$ cat src/rtl/calc_key_entry.sv
// rtl/calc_key_entry.sv - keypad calculator core: operand entry, operator latch, compute on EXE
// Optional overflow flag enabled by defining CALC_OVF_FLAG_EN.
module calc_key_entry #(
  parameter int NDIG = 4
) (
  input  logic                clk,
  input  logic                rst,
  input  logic [4:0]          key_val,
  input  logic                key_press,
  input  logic                hex_mode,
  output logic                restriction,
  output logic [4*NDIG-1:0]   display,
  output logic [1:0]          state,
  output logic [2:0]          op_pend,
  output logic                result_valid,
  output logic                ovf
);

  localparam int W  = 4 * NDIG;
  localparam int CW = $clog2(NDIG + 1);

  typedef enum logic [1:0] {
    S_OPA = 2'd0,
    S_OPB = 2'd1,
    S_RES = 2'd2
  } st_t;

  localparam logic [2:0] OP_NONE = 3'd0;
  localparam logic [2:0] OP_ADD  = 3'd1;
  localparam logic [2:0] OP_SUB  = 3'd2;
  localparam logic [2:0] OP_MUL  = 3'd3;
  localparam logic [2:0] OP_AND  = 3'd4;
  localparam logic [2:0] OP_OR   = 3'd5;

  st_t            cur_st, nxt_st;
  logic [W-1:0]   a_q, a_n, b_q, b_n, r_q, r_n;
  logic [CW-1:0]  ac_q, ac_n, bc_q, bc_n;
  logic [2:0]     op_q, op_n;
  logic           mode_q, mode_n;
  logic           rv_q, rv_n;
  logic           ovf_q, ovf_n;
  logic           kp_q;

  logic           key_evt;
  logic [3:0]     dig;
  logic           digit_ok;
  logic           is_op, is_exe, is_ce, is_clr;
  logic [2:0]     key_op;
  logic           a_room, b_room;

  logic [W-1:0]   add_res, sub_res, mul_res, alu_res;
  logic           add_of, sub_of, mul_of, alu_of;

  function automatic logic [W-1:0] append_digit(input logic [W-1:0] x, input logic [3:0] d,
                                                input logic hex);
    logic [W-1:0] dz;
    dz = {{(W-4){1'b0}}, d};
    if (hex)
      append_digit = {x[W-5:0], d};
    else
      append_digit = (x << 3) + (x << 1) + dz;
  endfunction

  assign key_evt  = key_press & ~kp_q;
  assign dig      = key_val[3:0];
  assign digit_ok = ~key_val[4] & (mode_q | (dig < 4'd10));
  assign is_exe   = (key_val == 5'h13);
  assign is_ce    = (key_val == 5'h16);
  assign is_clr   = (key_val == 5'h17);
  assign a_room   = (ac_q != CW'(NDIG));
  assign b_room   = (bc_q != CW'(NDIG));

  always_comb begin
    key_op = OP_NONE;
    is_op  = 1'b1;
    case (key_val)
      5'h10:   key_op = OP_ADD;
      5'h11:   key_op = OP_MUL;
      5'h12:   key_op = OP_AND;
      5'h14:   key_op = OP_SUB;
      5'h15:   key_op = OP_OR;
      default: is_op  = 1'b0;
    endcase
  end

  assign sub_res = a_q - b_q;

`ifdef CALC_OVF_FLAG_EN
  logic [W:0]     sum_w;
  logic [2*W-1:0] prod_w;
  assign sum_w   = {1'b0, a_q} + {1'b0, b_q};
  assign prod_w  = {{W{1'b0}}, a_q} * {{W{1'b0}}, b_q};
  assign add_res = sum_w[W-1:0];
  assign add_of  = sum_w[W];
  assign mul_res = prod_w[W-1:0];
  assign mul_of  = |prod_w[2*W-1:W];
  assign sub_of  = (a_q < b_q);
`else
  assign add_res = a_q + b_q;
  assign mul_res = a_q * b_q;
  assign add_of  = 1'b0;
  assign mul_of  = 1'b0;
  assign sub_of  = 1'b0;
`endif

  always_comb begin
    alu_res = a_q;
    alu_of  = 1'b0;
    case (op_q)
      OP_ADD: begin alu_res = add_res; alu_of = add_of; end
      OP_SUB: begin alu_res = sub_res; alu_of = sub_of; end
      OP_MUL: begin alu_res = mul_res; alu_of = mul_of; end
      OP_AND: alu_res = a_q & b_q;
      OP_OR:  alu_res = a_q | b_q;
      default: ;
    endcase
  end

  // Next-state and datapath update; everything holds unless a key event arrives.
  always_comb begin
    nxt_st = cur_st;
    a_n    = a_q;
    b_n    = b_q;
    r_n    = r_q;
    ac_n   = ac_q;
    bc_n   = bc_q;
    op_n   = op_q;
    mode_n = mode_q;
    rv_n   = 1'b0;
    ovf_n  = ovf_q;
    if (key_evt) begin
      if (is_clr) begin
        nxt_st = S_OPA;
        a_n    = '0;
        b_n    = '0;
        r_n    = '0;
        ac_n   = '0;
        bc_n   = '0;
        op_n   = OP_NONE;
        mode_n = hex_mode;
        ovf_n  = 1'b0;
      end else if (is_ce) begin
        ovf_n = 1'b0;
        case (cur_st)
          S_OPA: begin a_n = '0; ac_n = '0; end
          S_OPB: begin b_n = '0; bc_n = '0; end
          default: begin
            nxt_st = S_OPA;
            a_n    = '0;
            ac_n   = '0;
            op_n   = OP_NONE;
          end
        endcase
      end else if (digit_ok) begin
        case (cur_st)
          S_OPA: if (a_room) begin
            a_n  = append_digit(a_q, dig, mode_q);
            ac_n = ac_q + 1'b1;
          end
          S_OPB: if (b_room) begin
            b_n  = append_digit(b_q, dig, mode_q);
            bc_n = bc_q + 1'b1;
          end
          default: begin
            nxt_st = S_OPA;
            a_n    = {{(W-4){1'b0}}, dig};
            ac_n   = CW'(1);
            op_n   = OP_NONE;
          end
        endcase
      end else if (is_op) begin
        op_n = key_op;
        case (cur_st)
          S_OPA: begin
            nxt_st = S_OPB;
            b_n    = '0;
            bc_n   = '0;
          end
          S_OPB: if (bc_q != '0) begin
            // Chained operator: fold the pending result into A and keep entering B.
            a_n   = alu_res;
            r_n   = alu_res;
            rv_n  = 1'b1;
            ovf_n = alu_of;
            b_n   = '0;
            bc_n  = '0;
          end
          default: begin
            nxt_st = S_OPB;
            a_n    = r_q;
            b_n    = '0;
            bc_n   = '0;
          end
        endcase
      end else if (is_exe) begin
        if (cur_st == S_OPB && bc_q != '0) begin
          nxt_st = S_RES;
          r_n    = alu_res;
          rv_n   = 1'b1;
          ovf_n  = alu_of;
        end
      end
    end
  end

  always_ff @(posedge clk) begin
    if (rst) begin
      cur_st <= S_OPA;
      a_q    <= '0;
      b_q    <= '0;
      r_q    <= '0;
      ac_q   <= '0;
      bc_q   <= '0;
      op_q   <= OP_NONE;
      mode_q <= hex_mode;
      rv_q   <= 1'b0;
      ovf_q  <= 1'b0;
      kp_q   <= 1'b0;
    end else begin
      cur_st <= nxt_st;
      a_q    <= a_n;
      b_q    <= b_n;
      r_q    <= r_n;
      ac_q   <= ac_n;
      bc_q   <= bc_n;
      op_q   <= op_n;
      mode_q <= mode_n;
      rv_q   <= rv_n;
      ovf_q  <= ovf_n;
      kp_q   <= key_press;
    end
  end

  always_comb begin
    case (cur_st)
      S_OPB:   display = (bc_q != '0) ? b_q : a_q;
      S_RES:   display = r_q;
      default: display = a_q;
    endcase
  end

  assign state        = cur_st;
  assign op_pend      = op_q;
  assign restriction  = ~mode_q;
  assign result_valid = rv_q;
  assign ovf          = ovf_q;

endmodule

$ cat config.mk
export PLATFORM = sky130hd
export DESIGN_NAME = calc_key_entry
export DESIGN_NICKNAME = d
export VERILOG_FILES = /design/src/rtl/calc_key_entry.sv
export SDC_FILE = /design/constraint.sdc
export NUM_CORES = 1
export LEC_CHECK = 0
export ABC_AREA = 1
export CORE_ASPECT_RATIO = 0.8
export CORE_MARGIN = 2
export CORE_UTILIZATION = 50
export DETAILED_ROUTE_END_ITERATION = 16
export PLACE_DENSITY = 0.66
export SKIP_LAST_GASP = 1
export SLEW_MARGIN = 40
export SYNTH_ARGS = -nofsm -noshare
export SYNTH_HDL_FRONTEND = slang
export SYNTH_SLANG_ARGS = --single-unit
$ cat constraint.sdc
create_clock -name clk -period 5.75 [get_ports clk]
set_input_delay 0.575 -clock clk [delete_from_list [all_inputs] [get_ports clk]]
set_output_delay 0.575 -clock clk [all_outputs]
set_load 0.01 [all_outputs]
==> flow_summary_export.csv, run 1 <==
group,metric,value,unit
min_path,hold_path_end,"r_q[14]",
global_route,grt_pass1_wl,60100,um
min_path,min_path_type,"reg2reg",
floorplanning,core_area,0.0218,mm^2
power,power_switching,0.000606,W
setup_path,crit_slowest_cell,"fa_1",
routing,wl_per_cell,18.5,um
global_route,track_usage,33.4,%
yosys,syn_area_per_cell,6.40,um^2
routing,routed_wl,38600,um
timing,drv_slew,0,
setup_path,ff2ff_setup_slack,0.26,ns
timing,rsz0062_at_grt,"yes",
setup_path,crit_family,"adder cells",
clock_tree,cts-hold-fix-buffers,0,
setup_path,reg2reg_to,"a_q[15]",
placed_design,gp_congestion,0.985,
power,power.share.clock,38.3,%
routing,dr.pass1.iters,8,
power,p_leak,6.48,nW
setup_path,rr_startpoint,"b_q[7]",
floorplanning,ios,33,
power,ir_drop,0.143,mV
yosys,syn_nets,1974,
finish,drive_gt1_share,7.33,%
clock_tree,cts-resized-gates,0,
setup_path,critical_path.max_fanout,6,
clock_tree,post_cts.repair.setup_buffers,0,
clock_tree,h-tree-depth,3,
floorplanning,die_h,138,um
routing,via_count,11749,
timing,relSlewSlack,41.5,%
yosys,yosysSeqAreaShare,11.2,%
finish,n_fill_cell,2162,
finish,antenna-diode-count,0,
power,swShare,38.2,%
clock_tree,cts.sinks,62,
min_path,hold_depth,2,
yosys,synth-seq-cells,62,
power,p_comb_share,32.9,%
finish,final_core_util,56.9,%
power,powerDensity,128,mW/mm^2
yosys,syn_area,0.0112,mm^2
yosys,yosysTopAreaCell,"fa_1",
clock_tree,worstSkewPairLatency,0.35,ns
setup_path,critPathKind,"reg2reg",
clock_tree,clk_pin_slew,0.06,ns
yosys,async_flop_share,0,%
finish,fin_nets,2001,
clock_tree,clockBufferDepth,2,
timing,tns,0,ns
timing,finClkSkew,0.0141,ns
timing,min_period_over_period,95.5,%
floorplanning,rows,48,
setup_path,r2r_cells,25,
global_route,antenna_found_initial,0,
setup_path,cpPeakStageDelay,0.54,ns
setup_path,arrival,5.70,ns
global_route,grt_overflow,0,
power,pwr-share-seq,28.7,%
timing,fmax,182,MHz
power,p_int,0.000981,W
clock_tree,cts_buffers,9,
yosys,synth_ff_type,"dfxtp_1",
finish,area_growth,10.6,%
setup_path,startpoint_type,"flop",
clock_tree,clockRootBuffer,"clkbuf_16",
placed_design,pre_cts_slack,0.0458,ns
setup_path,cp-end-kind,"flop",
routing,ant_nets,0,
setup_path,critPathBufInv,7,
timing,hold_viol,0,
flow_run,drv_cap,0,
yosys,syn_inst,1754,
placed_design,place_hpwl,30400,um
placed_design,numPortBuffers,31,
floorplanning,die_area,0.0237,mm^2
yosys,yosys_warnings,0,
setup_path,worstPathRequired,5.95,ns
timing,worst_slew_pin_slew,0.874,ns
global_route,grt_pass1_vias,10830,
floorplanning,die_w,171,um
timing,setup_viol_count_final,0,
yosys,ys_types,53,
yosys,synth.top_cell.area_share,15.2,%
run_status,status,"finished, final reports clean",
timing,fin_ws,0.257,ns
routing,drt_iter0_drc,1523,
power,finalPower,0.00159,W
clock_tree,cts_tree,"done",
yosys,synth_edf_count,1,
routing,drc,0,
routing,viasPerCell,5.63,
global_route,grt_max_degree,58,
floorplanning,initial_utilization,51.5,%
timing,fin_crit,5.49,ns
yosys,ys_top_cells_by_area,"fa_1 15%, nand2_1 15%, ha_1 14%",
min_path,holdCritStartpoint,"r_q[14]",
routing by layer:
metal	share of wire [%]	up-vias	global-route usage, %
met2	41	697	49.8
met3	12	94	7.73
met1	44	5373	47.8
met5	0	-	0
li1	-	5585	-
met4	2.9	0	9.93
cell usage after synthesis, drive strengths merged (15+ instances only):
| master | n |
|---|---|
| nand3 | 73 |
| o21ai | 119 |
| fa | 85 |
| or2 | 15 |
| ha | 126 |
| o211ai | 22 |
| buf | 18 |
| xor2 | 30 |
| clkbuf | 55 |
| a21oi | 172 |
| inv | 354 |
| nand2 | 448 |
| nor3 | 25 |
| nor2 | 81 |
| dfxtp | 61 |
cell type report:
class,instances,area [um^2],share of cell area (%)
Multi-Input combinational cell,1261,8360,67.4
Clock buffer,10,229,1.85
Timing Repair Buffer,89,744,6.00
Clock inverter,6,86.3,0.696
Inverter,358,1350,10.8
Tap cell,300,375,3.02
Sequential cell,62,1270,10.2
worst register-to-register path, delay by kind of cell, from the launching register on:
| family | cells | cell delay [ns] |
|---|---|---|
| DFF | 1 | 0.48 |
| and+or+nand+nor | 10 | 0.91 |
| buffers and inverters | 7 | 0.67 |
| AOI/OAI and AO/OA | 1 | 0.05 |
| adders and majority gates | 7 | 3.22 |
logic make-up after synthesis:
logic type / count (synthesis) / synth area share [%]
xor gates and xnor gates: 37 / 2.89
DFF: 62 / 11.2
adders and majority gates: 211 / 29.2
and+or+nand+nor: 663 / 25.0
other: 1 / 0.0334
AOI/OAI and AO/OA: 349 / 17.0
buffers and inverters: 431 / 14.7
power by group through the flow:
stage               Sequential, W  Clock, W  Combinational (W)
floorplan                0.000460         0           0.000347
global placement         0.000465         0           0.000495
detailed placement       0.000466         0           0.000500
CTS                      0.000456  0.000600           0.000504
global route             0.000457  0.000617           0.000570
finish                   0.000456  0.000608           0.000523
flip-flops by register name (all words and copies together) (netlist names):
register      count
r_q              16
b_q              16
op_pend           3
ac_q              3
mode_q            1
bc_q              3
a_q              16
state             2
kp_q              1
result_valid      1
stage by stage:
step	hold WS (ns)	instance area, um^2	std cells
floorplan	0.449	11200	1754
detailed placement	0.476	12000	2070
global placement	0.464	12000	2070
CTS	0.485	12300	2086
global route	0.502	12400	2086
finish	0.490	12400	2086
how the worst max path moves through the flow:
stage	startpoint	endpoint	slack (ns)	cells past startpoint
6_report	b_q[7]	a_q[15]	0.26	25
5_1_grt	b_q[3]	a_q[13]	-0.001	28
4_1_cts	a_q[6]	a_q[15]	0.03	23
3_5_place_dp	a_q[6]	a_q[15]	0.05	23
3_3_place_gp	a_q[6]	a_q[15]	0.04	23
2_1_floorplan	b_q[2]	a_q[14]	0.19	24
cells in the final DEF (no fill, tap or decap), drive strengths merged, types with 3 or more instances in the layout:
master and instances:
nand2 448, inv 354, a21oi 172, ha 126, o21ai 119, fa 85, nor2 81, nand3 73
dfxtp 61, buf 59, clkdlybuf4s50 30, xor2 30, nor3 25, o211ai 22, or2 15, nand4 14
clkbuf 10, a31oi 8, xnor2 7, clkinv 7, a211oi 4, a21o 4, o21a 4, a32oi 3
nand3b 3, a2111oi 3
Power figures use the tool's default switching activity.
==> run 2: changes to the inputs <==
--- a/constraint.sdc
+++ b/constraint.sdc
@@ -3,2 +3,2 @@
 set_output_delay 0.575 -clock clk [all_outputs]
-set_load 0.01 [all_outputs]
+set_load 0.1 [all_outputs]
==> run 2 against run 1 <==
Via count down 0.66%. Utilization shrank 0.33 points. Non-clock buffer count unchanged. Routed wire length rose by 1.0%. Die area is the same. Critical path type unchanged.
==> flow_summary_export.csv, run 2 (same netlist as run 1, synthesis figures left out) <==
group,metric,value,unit
finish,fin_nets,2001,
global_route,grt_overflow,0,
global_route,track_usage,34.0,%
global_route,grt.busiest_layer,"met2",
setup_path,worstPathRequired,6.02,ns
timing,rsz0062_at_grt,"yes",
global_route,antenna_found_initial,0,
routing,viasPerCell,5.59,
floorplanning,die_h,138,um
timing,fmax,182,MHz
routing,routed_wl,39000,um
power,powerDensity,129,mW/mm^2
global_route,grt_pass1_vias,10838,
setup_path,critPathMostFrequentCell,"fa_1",
floorplanning,die_area,0.0237,mm^2
timing,relSlewSlack,40.6,%
run_status,status,"finished, final reports clean",
min_path,min_path_type,"reg2reg",
routing,drc,0,
routing,ant_nets,0,
finish,antenna-diode-count,0,
setup_path,critPathKind,"reg2reg",
timing,worst_slew_pin_slew,0.868,ns
clock_tree,worstSkewPairLatency,0.35,ns
placed_design,dp_cells,2070,
setup_path,critPathBufInv,6,
global_route,met1_usage,49.7,%
routing,dr.pass1.iters,5,
clock_tree,h-tree-depth,3,
placed_design,place_hpwl,31100,um
routing,wl_per_cell,18.7,um
setup_path,path_cells,"buf_4, nand2_1, fa_1, fa_1, inv_1, fa_1, fa_1, inv_1, fa_1, fa_1, inv_1, ha_2, nand4_1, inv_1, nand3_1, nand3_2, inv_1, nand3_1, nand3_1, nand3_1, nand3_1, nand2_1, nand2_1, a21oi_1",
global_route,grt_max_degree,58,
finish,finalNonFillerCells,2086,
routing,via_count,11671,
setup_path,cpPeakStageDelay,0.54,ns
floorplanning,core_area,0.0218,mm^2
setup_path,cp-end-kind,"flop",
timing,tns,0,ns
clock_tree,cts.sinks,62,
timing,hold_viol,0,
placed_design,gp_congestion,0.986,
finish,area_growth,9.96,%
timing,drv_slew,0,
clock_tree,cts_buffers,9,
clock_tree,clockRootBuffer,"clkbuf_16",
timing,setup_viol_count_final,0,
clock_tree,cts_tree,"done",
floorplanning,die_w,171,um
timing,min_period_over_period,95.4,%
setup_path,crit_family,"adder cells",
timing,finClkSkew,0.00694,ns
clock_tree,post_cts.repair.setup_buffers,0,
timing,fin_crit,5.49,ns
clock_tree,clk_pin_slew,0.06,ns
clock_tree,clockBufferDepth,2,
setup_path,critical_path.max_fanout,9,
setup_path,startpoint_type,"flop",
setup_path,crit_slowest_cell,"fa_1",
global_route,met2_usage,51.1,%
floorplanning,rows,48,
floorplanning,ios,33,
power,p_leak,6.53,nW
global_route,grtUsageMet3,5.57,%
finish,layout_common_cells,"445 x nand2_1, 344 x inv_1, 170 x a21oi_1",
power,ir_drop,0.142,mV
floorplanning,initial_utilization,51.5,%
global_route,grt_pass1_wl,60900,um
finish,final_common_cell,"nand2_1",
finish,n_fill_cell,2252,
finish,drive_gt1_share,8.62,%
placed_design,numPortBuffers,31,
setup_path,ff2ff_setup_slack,0.26,ns
flow_run,drv_cap,0,
finish,reg_top3,"a_q: 16 flops, b_q: 16 flops, r_q: 16 flops",
routing,drt_iter0_drc,1296,
setup_path,arrival,5.76,ns
==> run 2: changes by cell type in the layout (fill, tap and decap cells not counted), sizes merged <==
cell	previous run	this run
clkbuf	10	13
clkinv	7	5
buf	59	82
bufinv	2	1
clkdlybuf4s50	30	7
==> run 2: per-stage QoR <==
step	power, W	utilization [%]	area [um^2]	worst slack (ns)	hold WS [ns]
2_1_floorplan	0.000845	-	11200	0.187	0.449
3_3_place_gp	0.00101	55.2	12000	0.142	0.464
3_5_place_dp	0.00101	55.1	12000	0.106	0.476
4_1_cts	0.00158	56.4	12300	0.0982	0.485
5_1_grt	0.00167	56.6	12300	-0.0225	0.497
6_report	0.00160	56.6	12300	0.264	0.488
==> run 2: report_power, final <==
part	switching, W	internal (W)
sequential	0.0000160	0.000441
clock	0.000219	0.000359
combinational	0.000400	0.000161
total	0.000635	0.000961
==> run 2: cell type report <==
type | instances | area (um^2) | share of cell area, %
Inverter | 358 | 1350 | 10.9
Clock buffer | 13 | 260 | 2.11
Tap cell | 300 | 375 | 3.04
Sequential cell | 62 | 1270 | 10.3
Multi-Input combinational cell | 1261 | 8350 | 67.6
Clock inverter | 3 | 42.5 | 0.345
Timing Repair Buffer | 89 | 701 | 5.68
==> run 2: worst paths after layout <==
path,start,end,cells after the start
max,a_q[9],a_q[15],24
min,r_q[10],r_q[10],2
max reg2reg,a_q[9],a_q[15],24
min reg2reg,r_q[10],r_q[10],2
==> run 2: routing by layer <==
layer  share of wire [%]  wire [um]
met5                   0          0
met4                 3.0       1160
met3                 9.3       3630
met2                  42      16400
met1                  46      17800
==> run 2: repair_timing <==
action                     4_1_cts  5_1_grt
setup endpoints to repair        0       12
resized for setup                0       16
hold buffers                     0        0
==> run 2: worst min-delay path: stages, from the launching register on <==
cell and delay, ns:
dfxtp_1 0.32, nand2_1 0.06, a21oi_1 0.05
==> run 3: changes to the inputs <==
- REMOVE_ABC_BUFFERS: default -> 1
==> run 3 against run 2 <==
Utilization is 0.24 points higher. First-iteration DRC count is 9.0% higher. Clock power is 1% lower. Combinational power is 3.6% lower. Sequential power is 1% higher. Register-to-register slack worse by 0.098 ns. Fmax is 1.8% lower. Count of clock-buffer cells in the layout is 1 higher. Global-route usage is 0.56 points lower. Non-clock buffer count is 6 higher. Critical path depth is 4 higher. Critical endpoint is now a_q[12]. Highest routed layer unchanged.
==> flow_summary_export.csv, run 3 (same netlist as run 1, synthesis figures left out) <==
group,metric,value,unit
floorplanning,die_area,0.0237,mm^2
timing,tns,0,ns
timing,worst_slew_pin_slew,0.824,ns
finish,drive_gt1_share,9.43,%
setup_path,rr_startpoint,"a_q[4]",
finish,fin_nets,2007,
timing,drv_slew,0,
timing,min_period_over_period,97.1,%
clock_tree,h-tree-depth,3,
global_route,antenna_found_initial,0,
min_path,holdCritStartpoint,"r_q[13]",
clock_tree,worstSkewPairLatency,0.34,ns
power,p_leak,6.56,nW
floorplanning,core_area,0.0218,mm^2
timing,finClkSkew,0.00535,ns
global_route,grt_overflow,0,
timing,fin_ws,0.166,ns
floorplanning,rows,48,
setup_path,critPathMostFrequentCell,"nand2_1",
power,finalPower,0.00157,W
routing,via_count,11606,
timing,relSlewSlack,45.1,%
finish,final_core_util,56.8,%
setup_path,reg2reg_to,"a_q[12]",
routing,ant_nets,0,
min_path,hold_depth,2,
min_path,min_path_type,"reg2reg",
placed_design,pre_cts_slack,0.0866,ns
floorplanning,die_w,171,um
setup_path,cp-end-kind,"flop",
routing,drc,0,
floorplanning,die_h,138,um
setup_path,worstPathRequired,5.94,ns
clock_tree,cts-hold-fix-buffers,0,
setup_path,arrival,5.78,ns
routing,drt_iter0_drc,1413,
finish,n_fill_cell,2188,
setup_path,ff2ff_setup_slack,0.17,ns
clock_tree,cts_tree,"done",
finish,area_growth,10.4,%
finish,final_common_cell,"nand2_1",
setup_path,cpPeakStageDelay,0.56,ns
placed_design,numPortBuffers,31,
setup_path,critical_path.max_fanout,14,
global_route,grt_max_degree,58,
placed_design,place_hpwl,30800,um
power,powerDensity,127,mW/mm^2
flow_run,drv_cap,0,
clock_tree,clockRootBuffer,"clkbuf_16",
global_route,grt_pass1_vias,10814,
setup_path,r2r_cells,28,
timing,fmax,179,MHz
power,ir_drop,0.134,mV
clock_tree,cts.sinks,62,
setup_path,startpoint_type,"flop",
floorplanning,initial_utilization,51.5,%
run_status,status,"finished, final reports clean",
routing,viasPerCell,5.55,
setup_path,critPathKind,"reg2reg",
global_route,track_usage,33.4,%
routing,wl_per_cell,18.4,um
finish,layout_common_cells,"445 x nand2_1, 344 x inv_1, 169 x a21oi_1",
timing,rsz0062_at_grt,"yes",
clock_tree,cts_buffers,9,
routing,routed_wl,38500,um
timing,hold_viol,0,
finish,reg_top3,"a_q: 16 flops, b_q: 16 flops, r_q: 16 flops",
clock_tree,clockBufferDepth,2,
min_path,hold_path_end,"r_q[13]",
floorplanning,ios,33,
clock_tree,clk_pin_slew,0.06,ns
timing,setup_viol_count_final,0,
clock_tree,post_cts.repair.setup_buffers,0,
routing,dr.pass1.iters,6,
setup_path,crit_slowest_cell,"fa_1",
global_route,grt_pass1_wl,60000,um
placed_design,gp_congestion,0.980,
timing,fin_crit,5.58,ns
finish,antenna-diode-count,0,
==> run 3: metrics by stage <==
step,cells,instance area [um^2],hold WS (ns)
2_1_floorplan,1681,10900,0.445
3_3_place_gp,2076,12100,0.462
3_5_place_dp,2076,12000,0.469
4_1_cts,2092,12300,0.478
5_1_grt,2092,12400,0.502
6_report,2092,12400,0.481
==> run 3: cell type report <==
| cell class | instances | area [um^2] | area share [%] |
|---|---|---|---|
| multi-input combinational | 1261 | 8340 | 67.3 |
| inverter | 358 | 1350 | 10.9 |
| sequential | 62 | 1270 | 10.3 |
| timing repair buffer | 95 | 746 | 6.02 |
| tap | 300 | 375 | 3.03 |
| clock buffer | 14 | 294 | 2.37 |
| clock inverter | 2 | 12.5 | 0.101 |
==> run 3: worst max path at each step <==
stage / startpoint / slack [ns] / cells after the start / to
detailed placement: b_q[5] / 0.09 / 25 / a_q[13]
CTS: b_q[5] / 0.07 / 25 / a_q[13]
global route: a_q[4] / -0.10 / 28 / a_q[12]
global placement: b_q[5] / 0.12 / 25 / a_q[13]
finish: a_q[4] / 0.17 / 28 / a_q[12]
floorplan: b_q[2] / 0.44 / 22 / a_q[14]
==> run 3: power by group <==
| part | total (W) | switching [W] | leakage, nW | internal (W) |
|---|---|---|---|---|
| clock network | 0.000571 | 0.000220 | 0.151 | 0.000351 |
| logic | 0.000542 | 0.000382 | 5.90 | 0.000160 |
| registers | 0.000462 | 0.0000205 | 0.511 | 0.000441 |
==> run 3: per-layer routing <==
layer | vias up | GRT usage, % | share of wire (%)
li1 | 5605 | - | -
met1 | 5305 | 49.2 | 45
met2 | 609 | 47.5 | 39
met3 | 87 | 5.99 | 12
met4 | 0 | 14.1 | 4.8
met5 | - | 0 | 0
==> run 3: critical path, delay by kind of cell, from the launching register on <==
family	cells	cell delay, ns
fa+ha+maj	7	3.03
compound gates	2	0.14
simple gates	13	1.48
buf+inv	6	0.43
flops	1	0.33
==> run 3: what timing repair did <==
action | CTS | global route
resized for setup | 0 | 24
hold endpoints to repair | 0 | 0
setup endpoints to repair | 0 | 11
